--- src/rtl/alu_rr_sched.sv ---
// Round-robin scheduler sharing one combinational 4-bit ALU between NREQ requesters.
// ALU drive and response are registered; only req_ready is combinational (IDLE only).
//
// state | meaning
// IDLE  | arbitrate; req_ready high for the chosen requester, latch its op on the edge
// ISSUE | ALU inputs held, counting down ALU_LAT-1 extra cycles
// WAIT  | capture alu_result and owner into the response registers
// RESP  | response held stable until rsp_ready
module alu_rr_sched #(
  parameter int NREQ    = 4,
  parameter int ALU_LAT = 1,
  localparam int IDW    = (NREQ > 1) ? $clog2(NREQ) : 1
) (
  input  logic                clk,
  input  logic                rst,
  input  logic [NREQ-1:0]     req_valid,
  output logic [NREQ-1:0]     req_ready,
  input  logic [NREQ*4-1:0]   req_a,
  input  logic [NREQ*4-1:0]   req_b,
  input  logic [NREQ*2-1:0]   req_op,
  output logic [3:0]          alu_a,
  output logic [3:0]          alu_b,
  output logic [1:0]          alu_op,
  input  logic [4:0]          alu_result,
  output logic                rsp_valid,
  input  logic                rsp_ready,
  output logic [IDW-1:0]      rsp_id,
  output logic [4:0]          rsp_result,
  output logic                busy
);

  typedef enum logic [1:0] {IDLE, ISSUE, WAIT, RESP} state_t;

  state_t         state;
  logic [IDW-1:0] rr_ptr;
  logic [IDW-1:0] owner;
  logic [IDW-1:0] gnt_idx;
  logic           gnt_found;
  logic [2:0]     lat_cnt;
  logic [3:0]     sel_a;
  logic [3:0]     sel_b;
  logic [1:0]     sel_op;

  function automatic logic [IDW-1:0] wrap_add(input logic [IDW-1:0] base, input int k);
    int s;
    s = int'(base) + k;
    if (s >= NREQ) s = s - NREQ;
    return IDW'(s);
  endfunction

  // First valid requester at or after rr_ptr, wrapping past NREQ-1.
  always_comb begin
    gnt_found = 1'b0;
    gnt_idx   = rr_ptr;
    for (int k = 0; k < NREQ; k++) begin
      if (!gnt_found && req_valid[wrap_add(rr_ptr, k)]) begin
        gnt_found = 1'b1;
        gnt_idx   = wrap_add(rr_ptr, k);
      end
    end
  end

  always_comb begin
    req_ready = '0;
    if (state == IDLE && gnt_found) req_ready[gnt_idx] = 1'b1;
  end

  assign sel_a  = req_a[4*gnt_idx +: 4];
  assign sel_b  = req_b[4*gnt_idx +: 4];
  assign sel_op = req_op[2*gnt_idx +: 2];

  always_ff @(posedge clk or posedge rst) begin
    if (rst) begin
      state      <= IDLE;
      rr_ptr     <= '0;
      owner      <= '0;
      lat_cnt    <= '0;
      alu_a      <= '0;
      alu_b      <= '0;
      alu_op     <= '0;
      rsp_valid  <= 1'b0;
      rsp_id     <= '0;
      rsp_result <= '0;
      busy       <= 1'b0;
    end else begin
      case (state)
        IDLE: begin
          if (gnt_found) begin
            alu_a   <= sel_a;
            alu_b   <= sel_b;
            alu_op  <= sel_op;
            owner   <= gnt_idx;
            rr_ptr  <= wrap_add(gnt_idx, 1);
            lat_cnt <= 3'(ALU_LAT - 1);
            busy    <= 1'b1;
            state   <= ISSUE;
          end
        end
        ISSUE: begin
          if (lat_cnt == 3'd0) state <= WAIT;
          else lat_cnt <= lat_cnt - 3'd1;
        end
        WAIT: begin
          rsp_result <= alu_result;
          rsp_id     <= owner;
          rsp_valid  <= 1'b1;
          state      <= RESP;
        end
        RESP: begin
          // ALU inputs deliberately keep the last op here and in IDLE.
          if (rsp_ready) begin
            rsp_valid <= 1'b0;
            busy      <= 1'b0;
            state     <= IDLE;
          end
        end
        default: state <= IDLE;
      endcase
    end
  end

endmodule

--- config.mk ---
export PLATFORM = sky130hd
export DESIGN_NAME = alu_rr_sched
export DESIGN_NICKNAME = d
export VERILOG_FILES = /design/src/rtl/alu_rr_sched.sv
export SDC_FILE = /design/constraint.sdc
export NUM_CORES = 1
export LEC_CHECK = 0
export ABC_AREA = 1
export BUFFER_PORTS_ARGS = -buffer_cell sky130_fd_sc_hd__buf_2
export CORE_UTILIZATION = 55
export CTS_CLUSTER_DIAMETER = 40
export DETAILED_ROUTE_END_ITERATION = 8
export PLACE_DENSITY = 0.95
export SLEW_MARGIN = 20
export SYNTH_ARGS = -nofsm -noshare
export SYNTH_HDL_FRONTEND = slang
export SYNTH_SLANG_ARGS = --single-unit
--- constraint.sdc ---
create_clock -name clk -period 5.2 [get_ports clk]
set_input_delay 0.78 -clock clk [delete_from_list [all_inputs] [get_ports clk]]
set_output_delay 0.78 -clock clk [all_outputs]
set_load 0.05 [all_outputs]
# Yosys cells after proc, flatten, opt, wreduce, memory -nomap -nowiden
# Cells that the tools add are included.
[word_totals]
register_bits = 28
input_bits = 52
out_inout_bits = 23
word_cells = 95
[op_classes]
n_addsub = 10
order_cmp = 11
n_eq_ne = 7
shifts = 3
n_mux = 35
reduce_logical = 18
[op_table]
columns = ["op", "n"]
rows = [
  ["variable part select 16 x 5 -> 4 bit", 2],
  ["2-to-1 mux 2 bit", 12],
  ["< comparator 2 x 3 -> 1 bit, second input constant", 5],
  ["greater-or-equal comparator 3 bit, second input constant", 4],
  ["2-to-1 mux 1 bit", 11],
  ["subtractor 2 x 1 -> 2 bit, second input constant", 5],
  ["AND reduction 3 bit", 3],
  ["binary-select mux 1 bit (select 2 bit)", 4],
  ["inequality test 2 bit, second input constant", 4],
  ["case mux 2 bit (4 select lines)", 1],
  ["variable part select 8 x 4 -> 2 bit", 1],
  ["adder 2 x 1 -> 3 bit, second input constant", 2],
  ["adder 2 x 2 -> 3 bit, second input constant", 2],
  ["2-to-1 mux 3 bit", 2],
  ["case mux 3 bit (2 select lines)", 1],
  ["nonzero test 2 bit", 3],
  ["logical AND 1 bit", 5],
  ["equality test 2 bit, second input constant", 2],
  ["2-to-1 mux 4 bit", 1],
  ["case mux 1 bit (2 select lines)", 2],
  ["AND reduction 2 bit", 2],
  ["greater-or-equal comparator 2 x 3 -> 1 bit, second input constant", 1],
  ["logical NOT 1 bit", 3],
  ["logical NOT 3 bit", 1],
  ["other kinds (5)", 5],
]

# Depth between registers and ports, before layout
[logic_depth]
ltp_word = 19
ltp_mapped = 17
ltp_nobuf = 15

# Least setup slack after synthesis
# Ideal clock, no wire load.
[synth_timing]
kind = "input to output"
start = "input req_valid[2]"
end = "output req_ready[0]"
t_arrival_ns = 2.628
required_ns = 4.420
slack_ns = 1.792
stages = 12
path_buffers = 1
path_cell_list = "inv_1 > nand2_1 > nand2_1 > nand2_1 > nand2_1 > nand3_2 > inv_1 > nand2_1 > nand3_1 > nand2_2 > buf_6 > nor3_1"
[synth_via]
elab_chain_len = 17
elab_cells_between_ends = 29
cone_classes = "order compare (2); mux (19); reduce/logical (8)"
[synth_rtl]
columns = ["element", "line", "text"]
rows = [
  ["from (decl)", "16", "input logic [NREQ-1:0] req_valid,"],
  ["binary-select mux 1 bit (select 2 bit)", "56", "if (!gnt_found && req_valid[wrap_add(rr_ptr, k)]) begin"],
  ["2-to-1 mux 1 bit (implied by the code)", "56", ""],
  ["2-to-1 mux 1 bit", "56", ""],
  ["logical NOT 1 bit", "56", ""],
  ["logical AND 1 bit", "56", ""],
  ["2-to-1 mux 1 bit", "56", ""],
  ["logical NOT 1 bit", "56", ""],
  ["logical AND 1 bit", "56", ""],
  ["2-to-1 mux 1 bit", "56", ""],
  ["logical NOT 1 bit", "56", ""],
  ["logical AND 1 bit", "56", ""],
  ["2-to-1 mux 2 bit", "56", ""],
  ["< comparator 2 x 3 -> 1 bit (implied by the code) / greater-or-equal comparator 2 x 1 -> 1 bit (equally long branches)", "65", "if (state == IDLE && gnt_found) req_ready[gnt_idx] = 1'b1;"],
  ["logical AND 1 bit (implied by the code)", "65", ""],
  ["2-to-1 mux 1 bit (implied by the code)", "65", ""],
  ["demux 1 bit (select 2 bit)", "65", ""],
  ["2-to-1 mux 4 bit *", "65", ""],
  ["to (decl)", "17", "output logic [NREQ-1:0] req_ready,"],
]
# Every way passes the cells marked *; elsewhere a longest branch is shown, timed or not. The select of a mux whose other input is x is not followed.

# Worst setup path after layout
[layout_timing]
start = "register rr_ptr[0]"
end = "output req_ready[2]"
[layout_via]
elab_chain_len = 19
elab_cells_between_ends = 44
cone_classes = "add/sub (7); order compare (6); mux (23); reduce/logical (8)"
[layout_rtl]
columns = ["element", "line", "text"]
rows = [
  ["from (decl)", "35", "logic [IDW-1:0] rr_ptr;"],
  ["from (signal assigned)", "93", "rr_ptr <= wrap_add(gnt_idx, 1);"],
  ["branches (longest 18 deep; another with adder 2 x 1 -> 3 bit)", "n/a", ""],
  ["2-to-1 mux 4 bit *", "65", ""],
]
# Every way passes the cells marked *. The select of a mux whose other input is x is not followed.

==> results <==
- The sum of overflow across all layers after global routing is 0.
- The length of the first detailed-routing pass in iterations is 4.
- The worst path uses 75.41% of the clock period.
- The total routing usage reported by global routing is 25.23%.
- In this run the number of H-tree levels came out at 1.
- The source-to-sink clock delay at the later pin of the worst-skew pair is 0.27 ns.
- The clock tree buffer depth is 2.
- The accumulated negative setup slack is 0 ns.
- The synthesized design spends more area on one cell type than any other, namely dfrtp_1.
- The post-route netlist has 32.98% of its cells at a drive strength greater than 1.
- After detailed routing, the number of remaining DRC violations is 0.
- The critical path startpoint category is a flop.
- Once the clock tree was built, the setup fixing pass inserted 0 buffers.
- The number of global-route vias before repair is 1982.
- For the worst setup path, the data required time is 4.42 ns.
- For this configuration, the core starts out at a cell density of 59.46%.
- The port buffer count is 74.
- The critical path class is reg -> out.
- The CTS tree is done.
- The number of hold violations in the final report is 0.
- The worst hold path depth is 2.
- Once detail routing completed, the nets flagged for antenna violations numbered 0.
- The highest attainable clock frequency is 255.0 MHz.
- Using the TritonRoute via totals, the vias-per-cell ratio works out to 5.274.
- In this run, post-CTS hold repair placed 0 buffers.
- The number of gates given a new drive strength after cts is 0.
- The yosys synthesis warning count is 0.
- During I/O placement, the number of pins put on the boundary was 75.
- In the synthesized netlist, the number of instances is 314.
- Synthesis inferred 28 register bits.
- The max-slew violation count came to 0.
- The routed design could run at a clock period as short as 3.922 ns.
- The number of antenna violations at the first check in global routing was 0.
- In this run the cell area of the synthesized design comes to 2242 um2.
- The kind of path behind the tightest hold check is reg -> reg.
- Counting the fill cells in the layout gives 315.
- The measured slew at the worst slew-check pin is 0.8337 ns.
- The max-capacitance violation count is 0.
- In this run the clock root is driven by a clkbuf_8.
- The detailed router's first-iteration violation count is 183.
- When the netlist entered floorplanning its net count stood at 373.
- The flow ran to the end, and the final reports show no timing, DRC or antenna violations.
- Routability-driven placement finished with a final weighted congestion of 0.9232.
- The clock-pin slew reported for the worst setup and hold paths after clock tree synthesis is 0.10 ns.
- The height of the die is 65.85 um.
- Summed over all nets, the half-perimeter wirelength after detailed placement is 3.989 mm.
- On the final layout, the worst clock skew is 0.005337 ns.
- The global-route wire length before repair is 8.473 mm.
- The number of antenna diodes in the final layout is 0.
- The floorplan has 22 rows.
- By area the synthesized netlist is led by dfrtp_1 (31%), nand2_1 (23%), nand3_2 (9.8%).
- After synthesis, the most frequently instantiated cells are nand2_1 (137), nand3_1 (37), dfrtp_1 (28).
- Relative to the synthesized area, the layout overhead comes to 16.69%.
- The most common cell in the synthesized netlist is nand2_1.
- The core footprint is 3771 um2.
- The floorplan die area is 4336 um2.
- The leading register cell type out of synthesis is dfrtp_1.
- The number of endpoints failing setup at the final stage is 0.
- Entering global routing, the biggest net connects 29 pins.
- The worst reg-to-reg path cell count is 11.
- After the last flow step, the layout net total stands at 436.
- The share of the Yosys chip area taken by registers is 31.25%.
- The sum of routed wire length over all layers is 5.364 mm.
- In this run the worst path has a maximum fanout of 22.
- The width of the die is 65.85 um.
- In this run, CTS created clock tree buffers numbering 3.
- STA classifies the critical path endpoint as an output port.
- The number of flops mapped to enable cells by yosys is 0.
- The portion of synthesized cell area occupied by the leading cell type is 31.25%.
- A synthesized cell averages 7.141 um2.
- Measured against its own limit, the worst slew margin works out to 44.29%.
- After synthesis, the share of flip-flops with an asynchronous set or reset is 100.0%.
- After synthesis, the netlist uses 29 different library cells.
- CTS saw 28 sinks.
- Setup repair after global routing left no endpoint under its margin.
- The arrival time reported for the critical path endpoint is 3.14 ns.
- The routed wirelength normalized by instance count is 12.65 um.
- The total vias in the final route is 2236.
[path summary, 6_finish.rpt]
path,to,from,slack [ns]
worst min register to register,alu_b[1]$_DFFE_PP0P_,alu_b[1]$_DFFE_PP0P_,0.49
min in group asynchronous,alu_a[0]$_DFFE_PP0P_,rst,0.55
worst min-delay path,alu_b[1]$_DFFE_PP0P_,alu_b[1]$_DFFE_PP0P_,0.49
max in group asynchronous,rsp_result[0]$_DFFE_PP0P_,rst,4.26
worst max register to register,rr_ptr[1]$_DFFE_PP0P_,rr_ptr[0]$_DFFE_PP0P_,2.30
worst max-delay path,req_ready[2],rr_ptr[0]$_DFFE_PP0P_,1.28
[through the flow]
step           setup slack (ns)  instance area (um2)  hold WS [ns]  utilization (%)  std cells
4_1_cts                   1.297                 2616        0.4918            69.38        424
2_1_floorplan             1.792                 2242        0.4577                -        314
3_5_place_dp              1.577                 2545        0.4665            67.49        420
6_report                  1.278                 2616        0.4895            69.38        424
3_3_place_gp              1.669                 2545        0.4606            67.49        420
5_1_grt                   1.003                 2616        0.5046            69.38        424
[cell usage in the layout (no fill, tap or decap), drive strengths merged]
| cell | netlist | routed |
|---|---|---|
| a21oi | 4 | 4 |
| buf | 15 | 74 |
| bufinv | 0 | 1 |
| clkbuf | 1 | 3 |
| clkinv | 1 | 1 |
| dfrtp | 28 | 28 |
| ha | 7 | 7 |
| inv | 20 | 20 |
| mux2 | 6 | 6 |
| nand2 | 147 | 147 |
| nand3 | 59 | 59 |
| nand4 | 3 | 3 |
| nor2 | 9 | 9 |
| nor3 | 2 | 2 |
| o211ai | 1 | 1 |
| o21ai | 8 | 8 |
| o21bai | 1 | 1 |
| o22ai | 1 | 1 |
| xor2 | 1 | 1 |
[layer usage]
| layer | track usage [%] | part of all wire (%) | vias to the layer above | wire length (um) |
|---|---|---|---|---|
| met3 | 3.793 | 7.4 | 4 | 396 |
| li1 | - | - | 1127 | - |
| met2 | 45.15 | 48 | 105 | 2562 |
| met1 | 32.41 | 44 | 1000 | 2373 |
| met5 | 0 | 0 | - | 0 |
| met4 | 3.804 | 0.58 | 0 | 31 |
[layout make-up]
cell class / instances / area [um2] / area share (%)
flip-flops and latches: 28 / 700.7 / 26.78
repair buffers: 74 / 370.4 / 14.16
inverters: 21 / 81.33 / 3.109
clock inverters: 1 / 30.03 / 1.148
multi-input cells: 249 / 1333 / 50.93
clock buffers: 3 / 41.29 / 1.578
well taps: 48 / 60.06 / 2.296
[cell families after synthesis]
kind of cell	share of synthesized area [%]
adders and majority gates	3.906
DFF	31.25
buffers and inverters	9.319
muxes	3.013
and+or+nand+nor	48.33
xor gates and xnor gates	0.3907
AOI/OAI and AO/OA	3.795
[state kept, by name, indices dropped and copies added, names as in the netlist]
register / count
rr_ptr: 2
alu_a: 4
rsp_id: 2
lat_cnt: 3
rsp_result: 5
state: 2
rsp_valid: 1
alu_b: 4
owner: 2
busy: 1
alu_op: 2
[worst max-delay path: stages (launching register included)]
cell	delay, ns
dfrtp_1	0.62
inv_2	0.22
nand2_1	0.12
nand2_2	0.08
nand2_1	0.08
nand2_2	0.10
nor2_2	0.16
nand4_2	0.65
nand2_1	0.36
nor2_1	0.10
nand2_1	0.12
inv_1	0.04
buf_2	0.20
Power is not shown: default switching activity piles up to over one toggle a cycle in this logic, so the estimate is an artifact.
